--- src/rtl/dma_ep_pkg.sv ---
// Shared types and constants for the DMA peripheral endpoint slice.
package dma_ep_pkg;

  typedef enum logic [5:0] {
    IDLE = 6'b000001,
    REQ  = 6'b000010,
    ACK  = 6'b000100,
    STRB = 6'b001000,
    REL  = 6'b010000,
    TC   = 6'b100000
  } ep_state_e;

  localparam logic DIR_DEV2MEM = 1'b0;
  localparam logic DIR_MEM2DEV = 1'b1;

endpackage

--- src/rtl/dma_peripheral_endpoint_if.sv ---
// DREQ/DACK channel bus as seen between the DMA controller (master) and the I/O device (slave).
interface dma_peripheral_endpoint_if #(parameter int WIDTH = 8);
  logic             DREQ;
  logic             DACK;
  logic             IOR_N;
  logic             IOW_N;
  logic             EOP_N;
  logic [WIDTH-1:0] DB_IN;
  logic [WIDTH-1:0] DB_OUT;
  logic             DB_OE;

  modport master (input DREQ, DB_OUT, DB_OE, output DACK, IOR_N, IOW_N, EOP_N, DB_IN);
  modport slave  (output DREQ, DB_OUT, DB_OE, input DACK, IOR_N, IOW_N, EOP_N, DB_IN);
endinterface

--- src/rtl/dma_ep_fifo.sv ---
// Synchronous FIFO with same-cycle push/pop, occupancy count and async reset.
module dma_ep_fifo #(
  parameter int WIDTH = 8,
  parameter int DEPTH = 8,
  localparam int AW = $clog2(DEPTH)
) (
  input  logic             CLK,
  input  logic             RESET,
  input  logic             push,
  input  logic [WIDTH-1:0] pushData,
  input  logic             pop,
  output logic [WIDTH-1:0] head,
  output logic [AW:0]      count,
  output logic             full,
  output logic             empty
);
  logic [WIDTH-1:0] mem [DEPTH];
  logic [AW-1:0]    wrPtr, rdPtr;
  logic             doPush, doPop;

  assign full   = (count == (AW+1)'(DEPTH));
  assign empty  = (count == '0);
  assign doPush = push && !full;
  assign doPop  = pop && !empty;
  assign head   = mem[rdPtr];

  // Pointers wrap naturally because DEPTH is a power of two.
  always_ff @(posedge CLK or posedge RESET) begin
    if (RESET) begin
      wrPtr <= '0;
      rdPtr <= '0;
      count <= '0;
    end else begin
      if (doPush) wrPtr <= wrPtr + 1'b1;
      if (doPop)  rdPtr <= rdPtr + 1'b1;
      count <= count + (AW+1)'(doPush) - (AW+1)'(doPop);
    end
  end

  always_ff @(posedge CLK) begin
    if (doPush) mem[wrPtr] <= pushData;
  end
endmodule

--- src/rtl/dma_peripheral_endpoint.sv ---
// Device side of an 8237-style DREQ/DACK channel: requests from FIFO level, answers strobes.
module dma_peripheral_endpoint
  import dma_ep_pkg::*;
#(
  parameter int WIDTH  = 8,
  parameter int DEPTH  = 8,
  parameter int DEMAND = 1,
  localparam int CW = $clog2(DEPTH) + 1
) (
  input  logic                    CLK,
  input  logic                    RESET,
  input  logic                    enable,
  input  logic                    dir,
  dma_peripheral_endpoint_if.slave bus,
  input  logic                    lcl_wr_valid,
  input  logic [WIDTH-1:0]        lcl_wr_data,
  output logic                    lcl_wr_ready,
  output logic                    lcl_rd_valid,
  output logic [WIDTH-1:0]        lcl_rd_data,
  input  logic                    lcl_rd_ready,
  output logic [CW-1:0]           count,
  output logic                    tc_flag,
  input  logic                    tc_clr,
  output logic                    strobe_err
);
  localparam logic [CW-1:0] DEPTH_C = CW'(DEPTH);

  ep_state_e        state, stNext;
  logic             full, empty, strobeLo, ready, inXfer, busOp;
  logic             fifoPush, fifoPop, pushEff, popEff, readyAfter;
  logic             dreq, oeNext, tcSet, errSet;
  logic             eopSeen, tcFlag, strobeErr, dbOe;
  logic [WIDTH-1:0] dbOut, dbCap, pushData, head;
  logic [CW-1:0]    cnt, cntAfter;

  assign strobeLo = (dir == DIR_MEM2DEV) ? !bus.IOW_N : !bus.IOR_N;
  assign ready    = (dir == DIR_MEM2DEV) ? (cnt < DEPTH_C) : (cnt != '0);
  assign inXfer   = (state == ACK) || (state == STRB);
  // The single FIFO op of a transfer happens on the first strobe-high cycle in STRB.
  assign busOp    = (state == STRB) && bus.DACK && !strobeLo;

  assign lcl_wr_ready = !full && (dir == DIR_DEV2MEM);
  assign lcl_rd_valid = !empty && (dir == DIR_MEM2DEV);
  assign lcl_rd_data  = head;
  assign count        = cnt;

  assign fifoPush = (dir == DIR_MEM2DEV) ? busOp : (lcl_wr_valid && lcl_wr_ready);
  assign fifoPop  = (dir == DIR_MEM2DEV) ? (lcl_rd_ready && lcl_rd_valid) : busOp;
  assign pushData = (dir == DIR_MEM2DEV) ? dbCap : lcl_wr_data;

  // Demand-mode continuation looks at the occupancy after this cycle's ops.
  assign pushEff    = fifoPush && !full;
  assign popEff     = fifoPop && !empty;
  assign cntAfter   = cnt + CW'(pushEff) - CW'(popEff);
  assign readyAfter = (dir == DIR_MEM2DEV) ? (cntAfter < DEPTH_C) : (cntAfter != '0);

  dma_ep_fifo #(.WIDTH(WIDTH), .DEPTH(DEPTH)) uFifo (
    .CLK(CLK), .RESET(RESET),
    .push(fifoPush), .pushData(pushData), .pop(fifoPop),
    .head(head), .count(cnt), .full(full), .empty(empty)
  );

  always_ff @(posedge CLK or posedge RESET) begin
    if (RESET) state <= IDLE;
    else       state <= stNext;
  end

  always_comb begin
    stNext = state;
    unique case (state)
      IDLE: if (enable && ready && !tcFlag) stNext = REQ;
      REQ: begin
        if (bus.DACK)    stNext = ACK;
        else if (!enable) stNext = IDLE;
      end
      ACK: begin
        if (!bus.DACK)    stNext = REL;
        else if (strobeLo) stNext = STRB;
      end
      STRB: begin
        if (!bus.DACK) stNext = REL;
        else if (!strobeLo) begin
          if (eopSeen || !bus.EOP_N)                   stNext = TC;
          else if (DEMAND != 0 && readyAfter && enable) stNext = ACK;
          else                                         stNext = REL;
        end
      end
      REL, TC: if (!bus.DACK) stNext = IDLE;
      default: stNext = IDLE;
    endcase
  end

  always_comb begin
    dreq   = (state == REQ) || (state == ACK) || (state == STRB);
    oeNext = (stNext == STRB) && (dir == DIR_DEV2MEM);
    tcSet  = (stNext == TC);
    errSet = !inXfer && bus.DACK && (!bus.IOR_N || !bus.IOW_N);
  end

  always_ff @(posedge CLK or posedge RESET) begin
    if (RESET) begin
      dbOe      <= 1'b0;
      dbOut     <= '0;
      dbCap     <= '0;
      eopSeen   <= 1'b0;
      tcFlag    <= 1'b0;
      strobeErr <= 1'b0;
    end else begin
      dbOe    <= oeNext;
      dbOut   <= oeNext ? head : '0;
      if (inXfer && !bus.IOW_N) dbCap <= bus.DB_IN;
      eopSeen <= inXfer && (eopSeen || !bus.EOP_N);
      if (tcSet)       tcFlag <= 1'b1;
      else if (tc_clr) tcFlag <= 1'b0;
      if (errSet)      strobeErr <= 1'b1;
      else if (tc_clr) strobeErr <= 1'b0;
    end
  end

  assign bus.DREQ   = dreq;
  assign bus.DB_OE  = dbOe;
  assign bus.DB_OUT = dbOut;
  assign tc_flag    = tcFlag;
  assign strobe_err = strobeErr;
endmodule

--- src/flat_wrapper.sv ---
// flat-port wrapper written by rule: the top's interface ports become plain ports
module dma_peripheral_endpoint_flat import dma_ep_pkg::*;
#(
  parameter int WIDTH  = 8,
  parameter int DEPTH  = 8,
  parameter int DEMAND = 1,
  localparam int CW = $clog2(DEPTH) + 1
)
  (CLK, RESET, enable, dir, lcl_wr_valid, lcl_wr_data, lcl_wr_ready, lcl_rd_valid, lcl_rd_data, lcl_rd_ready, count, tc_flag, tc_clr, strobe_err, bus_DREQ, bus_DB_OUT, bus_DB_OE, bus_DACK, bus_IOR_N, bus_IOW_N, bus_EOP_N, bus_DB_IN);
  dma_peripheral_endpoint_if #(.WIDTH(WIDTH)) bus_i ();
  input  logic CLK;
  input  logic RESET;
  input  logic enable;
  input  logic dir;
  input  logic lcl_wr_valid;
  input  logic [WIDTH-1:0] lcl_wr_data;
  output logic lcl_wr_ready;
  output logic lcl_rd_valid;
  output logic [WIDTH-1:0] lcl_rd_data;
  input  logic lcl_rd_ready;
  output logic [CW-1:0] count;
  output logic tc_flag;
  input  logic tc_clr;
  output logic strobe_err;
  output wire logic [$bits(bus_i.DREQ)-1:0] bus_DREQ;
  output wire logic [$bits(bus_i.DB_OUT)-1:0] bus_DB_OUT;
  output wire logic [$bits(bus_i.DB_OE)-1:0] bus_DB_OE;
  input wire logic [$bits(bus_i.DACK)-1:0] bus_DACK;
  input wire logic [$bits(bus_i.IOR_N)-1:0] bus_IOR_N;
  input wire logic [$bits(bus_i.IOW_N)-1:0] bus_IOW_N;
  input wire logic [$bits(bus_i.EOP_N)-1:0] bus_EOP_N;
  input wire logic [$bits(bus_i.DB_IN)-1:0] bus_DB_IN;
  assign bus_DREQ = bus_i.DREQ;
  assign bus_DB_OUT = bus_i.DB_OUT;
  assign bus_DB_OE = bus_i.DB_OE;
  assign bus_i.DACK = bus_DACK;
  assign bus_i.IOR_N = bus_IOR_N;
  assign bus_i.IOW_N = bus_IOW_N;
  assign bus_i.EOP_N = bus_EOP_N;
  assign bus_i.DB_IN = bus_DB_IN;
  dma_peripheral_endpoint #(.WIDTH(WIDTH), .DEPTH(DEPTH), .DEMAND(DEMAND)) u_core (.CLK(CLK), .RESET(RESET), .enable(enable), .dir(dir), .bus(bus_i), .lcl_wr_valid(lcl_wr_valid), .lcl_wr_data(lcl_wr_data), .lcl_wr_ready(lcl_wr_ready), .lcl_rd_valid(lcl_rd_valid), .lcl_rd_data(lcl_rd_data), .lcl_rd_ready(lcl_rd_ready), .count(count), .tc_flag(tc_flag), .tc_clr(tc_clr), .strobe_err(strobe_err));
endmodule
--- config.mk ---
export PLATFORM = sky130hd
export DESIGN_NAME = dma_peripheral_endpoint_flat
export DESIGN_NICKNAME = d
export VERILOG_FILES = /design/src/rtl/dma_ep_pkg.sv /design/src/rtl/dma_peripheral_endpoint_if.sv /design/src/rtl/dma_ep_fifo.sv /design/src/rtl/dma_peripheral_endpoint.sv /design/src/flat_wrapper.sv
export SDC_FILE = /design/constraint.sdc
export NUM_CORES = 1
export LEC_CHECK = 0
export ABC_CLOCK_PERIOD_IN_PS = 4600
export CAP_MARGIN = 25
export CORE_AREA = 5 5 99 101
export CTS_CLUSTER_DIAMETER = 150
export DETAILED_ROUTE_END_ITERATION = 6
export DIE_AREA = 0 0 104 106
export GPL_TIMING_DRIVEN = 1
export PLACE_DENSITY_LB_ADDON = 0.3
export SETUP_SLACK_MARGIN = 0.4
export SYNTH_ARGS = -nofsm -noshare
export SYNTH_HDL_FRONTEND = slang
export SYNTH_SLANG_ARGS = --single-unit
--- constraint.sdc ---
create_clock -name CLK -period 4.6 [get_ports CLK]
set_input_delay 0.92 -clock CLK [delete_from_list [all_inputs] [get_ports CLK]]
set_output_delay 0.92 -clock CLK [all_outputs]
set_load 0.02 [all_outputs]
==> results of run 1 <==
layout make-up:
type | count | area [um2] | area share [%]
repair buffers | 64 | 610.6 | 11.75
clock buffers | 9 | 123.9 | 2.384
multi-input cells | 148 | 1374 | 26.44
well taps | 111 | 138.9 | 2.673
clock inverters | 7 | 68.82 | 1.324
inverters | 15 | 56.30 | 1.084
flip-flops and latches | 100 | 2824 | 54.35
power by group:
part           total, mW  internal [mW]  switching, mW
registers           1.28           1.14          0.142
clock network      0.529          0.210          0.319
logic               1.03          0.542          0.486
synthesized netlist by cell type (all sizes together) (5+ instances only):
cell,number
a21oi,6
mux4,16
dfrtp,35
nor4,5
nor3,5
nor2,7
buf,5
edfxtp,64
mux2,26
ha,8
nor2b,13
nand2,18
inv,15
worst paths after layout:
check,to,cells after the start
setup / recovery,u_core.state[2]$_DFF_PP0_,13
hold / removal,u_core.dbCap[7]$_DFFE_PP0P_,1
setup reg to reg,u_core.state[2]$_DFF_PP0_,12
hold reg to reg,u_core.dbCap[7]$_DFFE_PP0P_,1
max in group asynchronous,u_core.state[0]$_DFF_PP1_,3
min in group asynchronous,u_core.bus.DB_OUT[1]$_DFF_PP0_,3
registers in the layout (all words and copies together) (netlist names):
name / flops
u_core.strobe_err: 1
u_core.state: 6
u_core.uFifo.rdPtr: 3
u_core.uFifo.wrPtr: 3
u_core.dbCap: 8
u_core.uFifo.mem: 64
u_core.bus.DB_OE: 1
u_core.bus.DB_OUT: 8
u_core.eopSeen: 1
u_core.uFifo.count: 4
u_core.tc_flag: 1
routing by layer:
metal  vias to the layer above  wire length, um  GRT usage, %
met5                         -                0             0
met3                         7              430         3.157
met2                        74             3731         23.77
met4                         0               85         5.735
li1                       1150                -             -
met1                      1227             3611         20.49
critical path, stage by stage:
cell and delay (ns):
clkdlybuf4s50_1 0.54, and2_1 0.15, a41oi_1 0.11, a21oi_1 0.21, inv_2 0.11, ha_1 0.28, inv_1 0.04, ha_1 0.19
fa_1 0.48, or4_1 0.41, or3_1 0.35, o2111a_1 0.16, o31a_1 0.23
logic make-up (layout without fill, tap and decap cells):
kind of cell / after synthesis / after routing / synth area share [%]
AOI/OAI and AO/OA: 24 / 24 / 3.992
xor gates and xnor gates: 7 / 7 / 1.428
adders and majority gates: 9 / 9 / 2.797
buffers and inverters: 23 / 95 / 2.244
DFF: 100 / 100 / 65.76
muxes: 42 / 42 / 15.21
and+or+nand+nor: 66 / 66 / 8.566
==> impl_metrics.toml, run 1 <==
[synth]
avgSynthCellArea_um2 = 15.85
synth.net_count = 307
netlist_instances = 271
synth_edf_count = 64
synthTopCellsByArea = "edfxtp_1 45%, dfrtp_1 20%, mux4_2 8.4%"
synth-seq-area-share_pct = 65.76
synth_top_cell_by_area = "edfxtp_1"
synth_async_sr_flop_share_pct = 36.00
ys.flop_type = "edfxtp_1"
synth_top_area_share_pct = 44.76
ys_ff_latch = 100
yosysUniqueCellTypes = 47
syn-cell-area_um2 = 4294
yosysWarningCount = 0

[sta]
final-hold-violation-count = 0
setup_slack_ns = 0.6756
period_share_pct = 85.31
max-slew-margin-rel_pct = 39.60
finalSetupViolCount = 0
rsz0062_at_grt = "false"
whs_ns = 0.5123
finClkSkew_ns = 0.01427
fin_crit_ns = 3.924
fmax_mhz = 254.8
worstMarginPinSlew_ns = 0.9027
setup_tns_ns = 0
final_max_slew_viol_count = 0

[final_layout]
fin_nets = 374
area_growth_pct = 21.01
utilization_pct = 58.17
fillers = 730
final_cell_mix = "64 x edfxtp_1, 52 x clkdlybuf4s50_1, 35 x dfrtp_1, 26 x mux2_2, 18 x nand2_1"
insertedDiodeCount = 0
final_common_cell = "edfxtp_1"
fin_cells = 454
finalInstanceArea_um2 = 5196
drive_gt1_share_pct = 22.45

[clocking]
cts.hold.buffers_added = 0
path_clk_slew_ns = 0.10
ctsHtreeMaxLevel = 3
post-cts-setup-buffer-count = 0
postCtsResizedCells = 0
clockBufferDepth = 2
clock_latency_ns = 0.36
clockRootBuffer = "clkbuf_8"
numCtsBuffers = 9
cts_sinks = 100
cts_tree = "done"

[worst_hold_path]
hp-start = "u_core.dbCap[7]$_DFFE_PP0P_"
hold_path_class = "reg -> reg"

[routing]
dr.pass1.iters = 4
vias = 2458
remaining_drc_errors = 0
drt-initial-drc-count = 71
wl_per_cell_um = 17.31
routed_wl_um = 7859
ant_nets = 0
viasPerCell = 5.414

[place]
dp_hpwl_um = 5588
postPlaceCellArea_um2 = 5004
dp_cells = 438
dp_slack_ns = 0.2732
port_buffers = 52
gp_congestion = 0.8141

[floorplanning]
initial_core_util_pct = 48.07
die_h_um = 106
die_x_um = 104
die_area_um2 = 11020
rows = 35
pin_count = 53
core-area_um2 = 8934

[critical_path]
cp_max_fo = 7
crit_type = "in -> reg"
startpoint_type = "input port"
r2r_slack_ns = 0.98
end_kind = "flip-flop"
rr_startpoint = "u_core.state[1]$_DFF_PP0_"
startpoint = "bus_IOW_N"
crit_required_ns = 4.86
cp.arrival_ns = 4.18

[grt]
track_usage_pct = 15.01
gr-total-overflow = 0
grt_max_degree = 37
grt_first_pass_wirelength_um = 12940
antenna_found_initial = 0
grt_pass1_vias = 2585

[power]
p_total_mw = 2.838
pwr_density_cell_nw_per_um2 = 546.1
p_leak_nw = 1.956
ir_drop_uv = 280.2

[run]
maxCapViolations = 0

[outcome]
status = "finished clean"
Power figures use the tool's default switching activity.
==> run 2, diff against run 1 <==
--- a/config.mk
+++ b/config.mk
@@ -9,8 +9,10 @@
 export CAP_MARGIN = 25
 export CORE_AREA = 5 5 99 101
 export CTS_CLUSTER_DIAMETER = 150
+export CTS_CLUSTER_SIZE = 40
 export DETAILED_ROUTE_END_ITERATION = 6
 export DIE_AREA = 0 0 104 106
+export DONT_BUFFER_PORTS = 1
 export GPL_TIMING_DRIVEN = 1
 export PLACE_DENSITY_LB_ADDON = 0.3
 export SETUP_SLACK_MARGIN = 0.4
==> impl_metrics.toml, run 2 (synthesis gave the netlist of run 1 again) <==
[routing]
drt-initial-drc-count = 100
ant_nets = 0
vias = 2263
wl_per_cell_um = 19.55
remaining_drc_errors = 0
viasPerCell = 5.686
dr.pass1.iters = 4
routed_wl_um = 7781

[floorplanning]
die_x_um = 104
die_area_um2 = 11020
pin_count = 53
core-area_um2 = 8934
initial_core_util_pct = 48.07
die_h_um = 106
rows = 35

[critical_path]
cp_max_fo = 7
rr_worst_depth = 12
startpoint_type = "flip-flop"
crit_type = "reg -> reg"
end_kind = "flip-flop"
crit_required_ns = 4.86
cp.arrival_ns = 3.95

[outcome]
status = "finished clean"

[final_layout]
final_common_cell = "edfxtp_1"
insertedDiodeCount = 0
fin_nets = 318
area_growth_pct = 7.955
largest_register_ffs = 64
drive_gt1_share_pct = 25.09
top_register = "u_core.uFifo.mem"
final_cell_mix = "64 x edfxtp_1, 35 x dfrtp_1, 26 x mux2_2, 18 x nand2_1, 16 x mux4_2"
finalInstanceArea_um2 = 4636
fin_cells = 398

[clocking]
clock_latency_ns = 0.36
postCtsResizedCells = 0
path_clk_slew_ns = 0.10
cts.hold.buffers_added = 0
cts_sinks = 100
cts_tree = "done"
clockRootBuffer = "clkbuf_8"
clockBufferDepth = 2
numCtsBuffers = 9
ctsHtreeMaxLevel = 3
post-cts-setup-buffer-count = 0

[sta]
final_max_slew_viol_count = 0
finalSetupViolCount = 0
worstMarginPinSlew_ns = 0.9142
finClkSkew_ns = 0.01009
setup_tns_ns = 0
fmax_mhz = 270.9
final-hold-violation-count = 0
max-slew-margin-rel_pct = 38.82
period_share_pct = 80.24
fin_crit_ns = 3.691
rsz0062_at_grt = "false"

[power]
seqPwrFrac_pct = 49.8
p_sw_share_pct = 34.71
internal_power_mw = 1.734
pwr_density_cell_nw_per_um2 = 573.0
power.switching_uw = 922.1
clock_power_share_pct = 19.5
power_frac_comb_pct = 30.7
ir_drop_uv = 249.0
p_leak_nw = 1.734

[grt]
grt_max_degree = 37
antenna_found_initial = 0
grt_pass1_vias = 2357
track_usage_pct = 15.00
gr-total-overflow = 0
grt_first_pass_wirelength_um = 12760

[place]
port_buffers = 0
dp_hpwl_um = 5458
postPlaceCellArea_um2 = 4451
gp_congestion = 0.8449
dp_cells = 382

[run]
maxCapViolations = 0

[worst_hold_path]
min_path_cells = 1
hold_path_class = "reg -> reg"
==> run 2: changes by cell type in the layout (fill, tap and decap cells not counted), sizes merged <==
cell,before,now
inv,18,17
clkdlybuf4s50,52,0
buf,12,8
clkbuf,9,10
==> run 2: routing by layer <==
metal	track usage [%]	share of wire, %	vias to the layer above
met3	3.643	6.6	9
met2	23.18	48	72
met5	0	0	-
met1	20.11	44	1143
met4	6.938	1.6	0
li1	-	-	1039
==> run 2: metrics by stage <==
step / power [mW] / util (%) / setup WS [ns] / hold WS, ns
floorplan: 1.974 / - / 0.6548 / 0.4659
global placement: 2.150 / 49.76 / 0.8428 / 0.4901
detailed placement: 2.173 / 49.82 / 0.7628 / 0.4915
CTS: 2.694 / 51.89 / 0.8967 / 0.5120
global route: 2.828 / 51.89 / 0.7345 / 0.5334
finish: 2.656 / 51.89 / 0.9090 / 0.5090
==> run 2: final timing paths <==
kind / from / slack, ns / end
hold reg to reg: u_core.dbCap[0]$_DFFE_PP0P_ / 0.51 / u_core.dbCap[0]$_DFFE_PP0P_
setup / recovery: u_core.state[1]$_DFF_PP0_ / 0.91 / u_core.state[2]$_DFF_PP0_
setup reg to reg: u_core.state[1]$_DFF_PP0_ / 0.91 / u_core.state[2]$_DFF_PP0_
max in group asynchronous: RESET / 3.72 / u_core.state[0]$_DFF_PP1_
min in group asynchronous: RESET / 0.54 / u_core.bus.DB_OUT[1]$_DFF_PP0_
hold / removal: u_core.dbCap[0]$_DFFE_PP0P_ / 0.51 / u_core.dbCap[0]$_DFFE_PP0P_
==> run 2: cell type report <==
class                      count  area, um2
fill                         761       4298
sequential                   100       2824
multi-input combinational    148       1374
tap                          111      138.9
clock buffer                  10      127.6
clock inverter                 6      57.56
timing repair buffer           8      57.56
inverter                      15      56.30
==> run 2: worst max-delay path, cell delays in order (launching register included) <==
cell and delay [ns]:
dfrtp_1 0.47, nor4_4 0.41, a41oi_1 0.16, a21oi_1 0.30
inv_2 0.13, ha_1 0.30, inv_1 0.04, ha_1 0.19
fa_1 0.48, or4_1 0.39, or3_1 0.34, o2111a_1 0.15
o31a_1 0.23
==> run 2: power by group through the flow <==
stage	registers, mW	logic (mW)	clock network [mW]
after floorplan	1.25	0.729	0
after global placement	1.34	0.807	0
after detailed placement	1.35	0.827	0
after CTS	1.33	0.830	0.536
after global routing	1.35	0.904	0.575
final	1.32	0.815	0.518
==> run 3, diff against run 2 <==
--- a/config.mk
+++ b/config.mk
@@ -5,7 +5,7 @@
 export SDC_FILE = /design/constraint.sdc
 export NUM_CORES = 1
 export LEC_CHECK = 0
-export ABC_CLOCK_PERIOD_IN_PS = 4600
+export ABC_CLOCK_PERIOD_IN_PS = 3600
 export CAP_MARGIN = 25
 export CORE_AREA = 5 5 99 101
 export CTS_CLUSTER_DIAMETER = 150
==> constraint.sdc (replaced) <==
create_clock -name CLK -period 3.6 [get_ports CLK]
set_input_delay 0.72 -clock CLK [delete_from_list [all_inputs] [get_ports CLK]]
set_output_delay 0.72 -clock CLK [all_outputs]
set_load 0.02 [all_outputs]
==> impl_metrics.toml, run 3 (synthesis gave the netlist of run 1 again) <==
[critical_path]
path_cells = "nor4_4, a41oi_2, a21oi_2, inv_2, ha_4, inv_2, ha_4, fa_1, or4_1, or3_4, o2111a_1, o31a_1"
crit_type = "reg -> reg"
cp_max_fo = 3
startpoint_type = "flip-flop"
rr_worst_depth = 12
cp.arrival_ns = 3.59
cp.depth = 12
cp-endpoint = "u_core.state[2]$_DFF_PP0_"
startpoint = "u_core.state[1]$_DFF_PP0_"
end_kind = "flip-flop"
crit_buf_inv = 2
crit_slowest_cell = "fa_1"
regToRegEndpoint = "u_core.state[2]$_DFF_PP0_"
slowest_delay_ns = 0.49
critPathTopFamily = "simple AND/OR/NAND/NOR gates"
crit_required_ns = 3.85
r2r_slack_ns = 0.26
rr_startpoint = "u_core.state[1]$_DFF_PP0_"

[routing]
dr_wl_met3_um = 667
ant_nets = 0
routed_wl_um = 8166
wl_met1_um = 3370
viasPerCell = 5.680
dr.pass1.iters = 4
remaining_drc_errors = 0
vias = 2329
drt-initial-drc-count = 138
highest_layer = "met4"
wl_met2_um = 3983
wl_per_cell_um = 19.92

[worst_hold_path]
hold_path_class = "in -> async"

[clocking]
cts_sinks = 100
numCtsBuffers = 9
clockBufferDepth = 2
clock_latency_ns = 0.37
clockRootBuffer = "clkbuf_8"
path_clk_slew_ns = 0.11
ctsHtreeMaxLevel = 3
cts_tree = "done"
cts.hold.buffers_added = 0

[final_layout]
fin_nets = 330
area_growth_pct = 12.12
final_common_cell = "edfxtp_1"
fillers = 729
largest_register_ffs = 64
insertedDiodeCount = 0
regArea_um2 = 2826
drive_gt1_share_pct = 32.44
multiInputGateArea_um2 = 1430
final_cell_mix = "64 x edfxtp_1, 33 x dfrtp_1, 26 x mux2_2, 19 x buf_4, 18 x nand2_1"
top_register = "u_core.uFifo.mem"

[grt]
gr-total-overflow = 0
grt_pass1_vias = 2526
grt_max_degree = 21
antenna_found_initial = 0
track_usage_pct = 15.74
grt_first_pass_wirelength_um = 13480

[place]
dp_slack_ns = 0.1375
gp_congestion = 0.9117
port_buffers = 0
dp_hpwl_um = 5663

[run]
maxCapViolations = 0

[sta]
setup_slack_ns = 0.2604
finClkSkew_ns = 0.01144
rsz0062_at_grt = "true"
fin_crit_ns = 3.340
worstMarginPinSlew_ns = 0.9053
period_share_pct = 92.77
final-hold-violation-count = 0
fmax_mhz = 299.4
max-slew-margin-rel_pct = 39.42
finalSetupViolCount = 0
final_max_slew_viol_count = 0
setup_tns_ns = 0

[power]
p_sw_share_pct = 34.74
power_frac_comb_pct = 34.4
power.switching_mw = 1.227
p_leak_nw = 1.806
internal_power_mw = 2.304
ir_drop_uv = 464.0
clock_power_share_pct = 19.2
pwr_density_cell_nw_per_um2 = 733.5
seqPwrFrac_pct = 46.4

[floorplanning]
die_x_um = 104
rows = 35
core-area_um2 = 8934
pin_count = 53
initial_core_util_pct = 48.07
die_h_um = 106
die_area_um2 = 11020

[outcome]
status = "finished clean"
## run 3: final cells by class
type	count	area share (%)
Multi-Input combinational cell	148	29.70
Timing Repair Buffer	20	3.534
Sequential cell	100	58.71
Clock buffer	9	2.573
Tap cell	111	2.885
Clock inverter	7	1.429
Inverter	15	1.169
## run 3: how the worst min path moves through the flow
stage | end | cells past startpoint | slack, ns
finish | u_core.bus.DB_OUT[4]$_DFF_PP0_ | 1 | 0.24
global route | u_core.bus.DB_OUT[1]$_DFF_PP0_ | 1 | 0.24
detailed placement | u_core.dbCap[5]$_DFFE_PP0P_ | 1 | 0.49
global placement | u_core.dbCap[7]$_DFFE_PP0P_ | 1 | 0.49
CTS | u_core.bus.DB_OUT[4]$_DFF_PP0_ | 1 | 0.24
floorplan | u_core.eopSeen$_DFF_PP0_ | 2 | 0.47
## run 3: metrics by stage
step | utilization, % | area (um2) | hold WS [ns] | power (mW) | std cells
global placement | 50.74 | 4533 | 0.4879 | 2.800 | 387
floorplan | - | 4358 | 0.4659 | 2.543 | 271
detailed placement | 51.05 | 4561 | 0.4905 | 2.830 | 388
global route | 53.89 | 4815 | 0.2356 | 3.758 | 410
CTS | 53.47 | 4777 | 0.2377 | 3.535 | 407
finish | 53.89 | 4815 | 0.2402 | 3.531 | 410
## run 3: layer usage
layer	GRT usage (%)	up-vias
li1	-	1063
met1	19.41	1167
met2	25.91	87
met3	6.011	12
met4	4.625	0
met5	0	-
## run 3: repair_timing
| item | CTS | global route |
|---|---|---|
| setup endpoints to repair | 2 | 2 |
| gates resized for setup | 1 | 4 |
| setup buffers | 3 | 3 |
| pin swaps | 2 | 5 |
## run 3: power groups by stage
stage | clock network, mW | registers (mW) | logic (mW)
6_report | 0.678 | 1.64 | 1.22
5_1_grt | 0.758 | 1.66 | 1.34
4_1_cts | 0.703 | 1.64 | 1.19
3_5_place_dp | 0 | 1.67 | 1.16
3_3_place_gp | 0 | 1.66 | 1.14
2_1_floorplan | 0 | 1.59 | 0.949
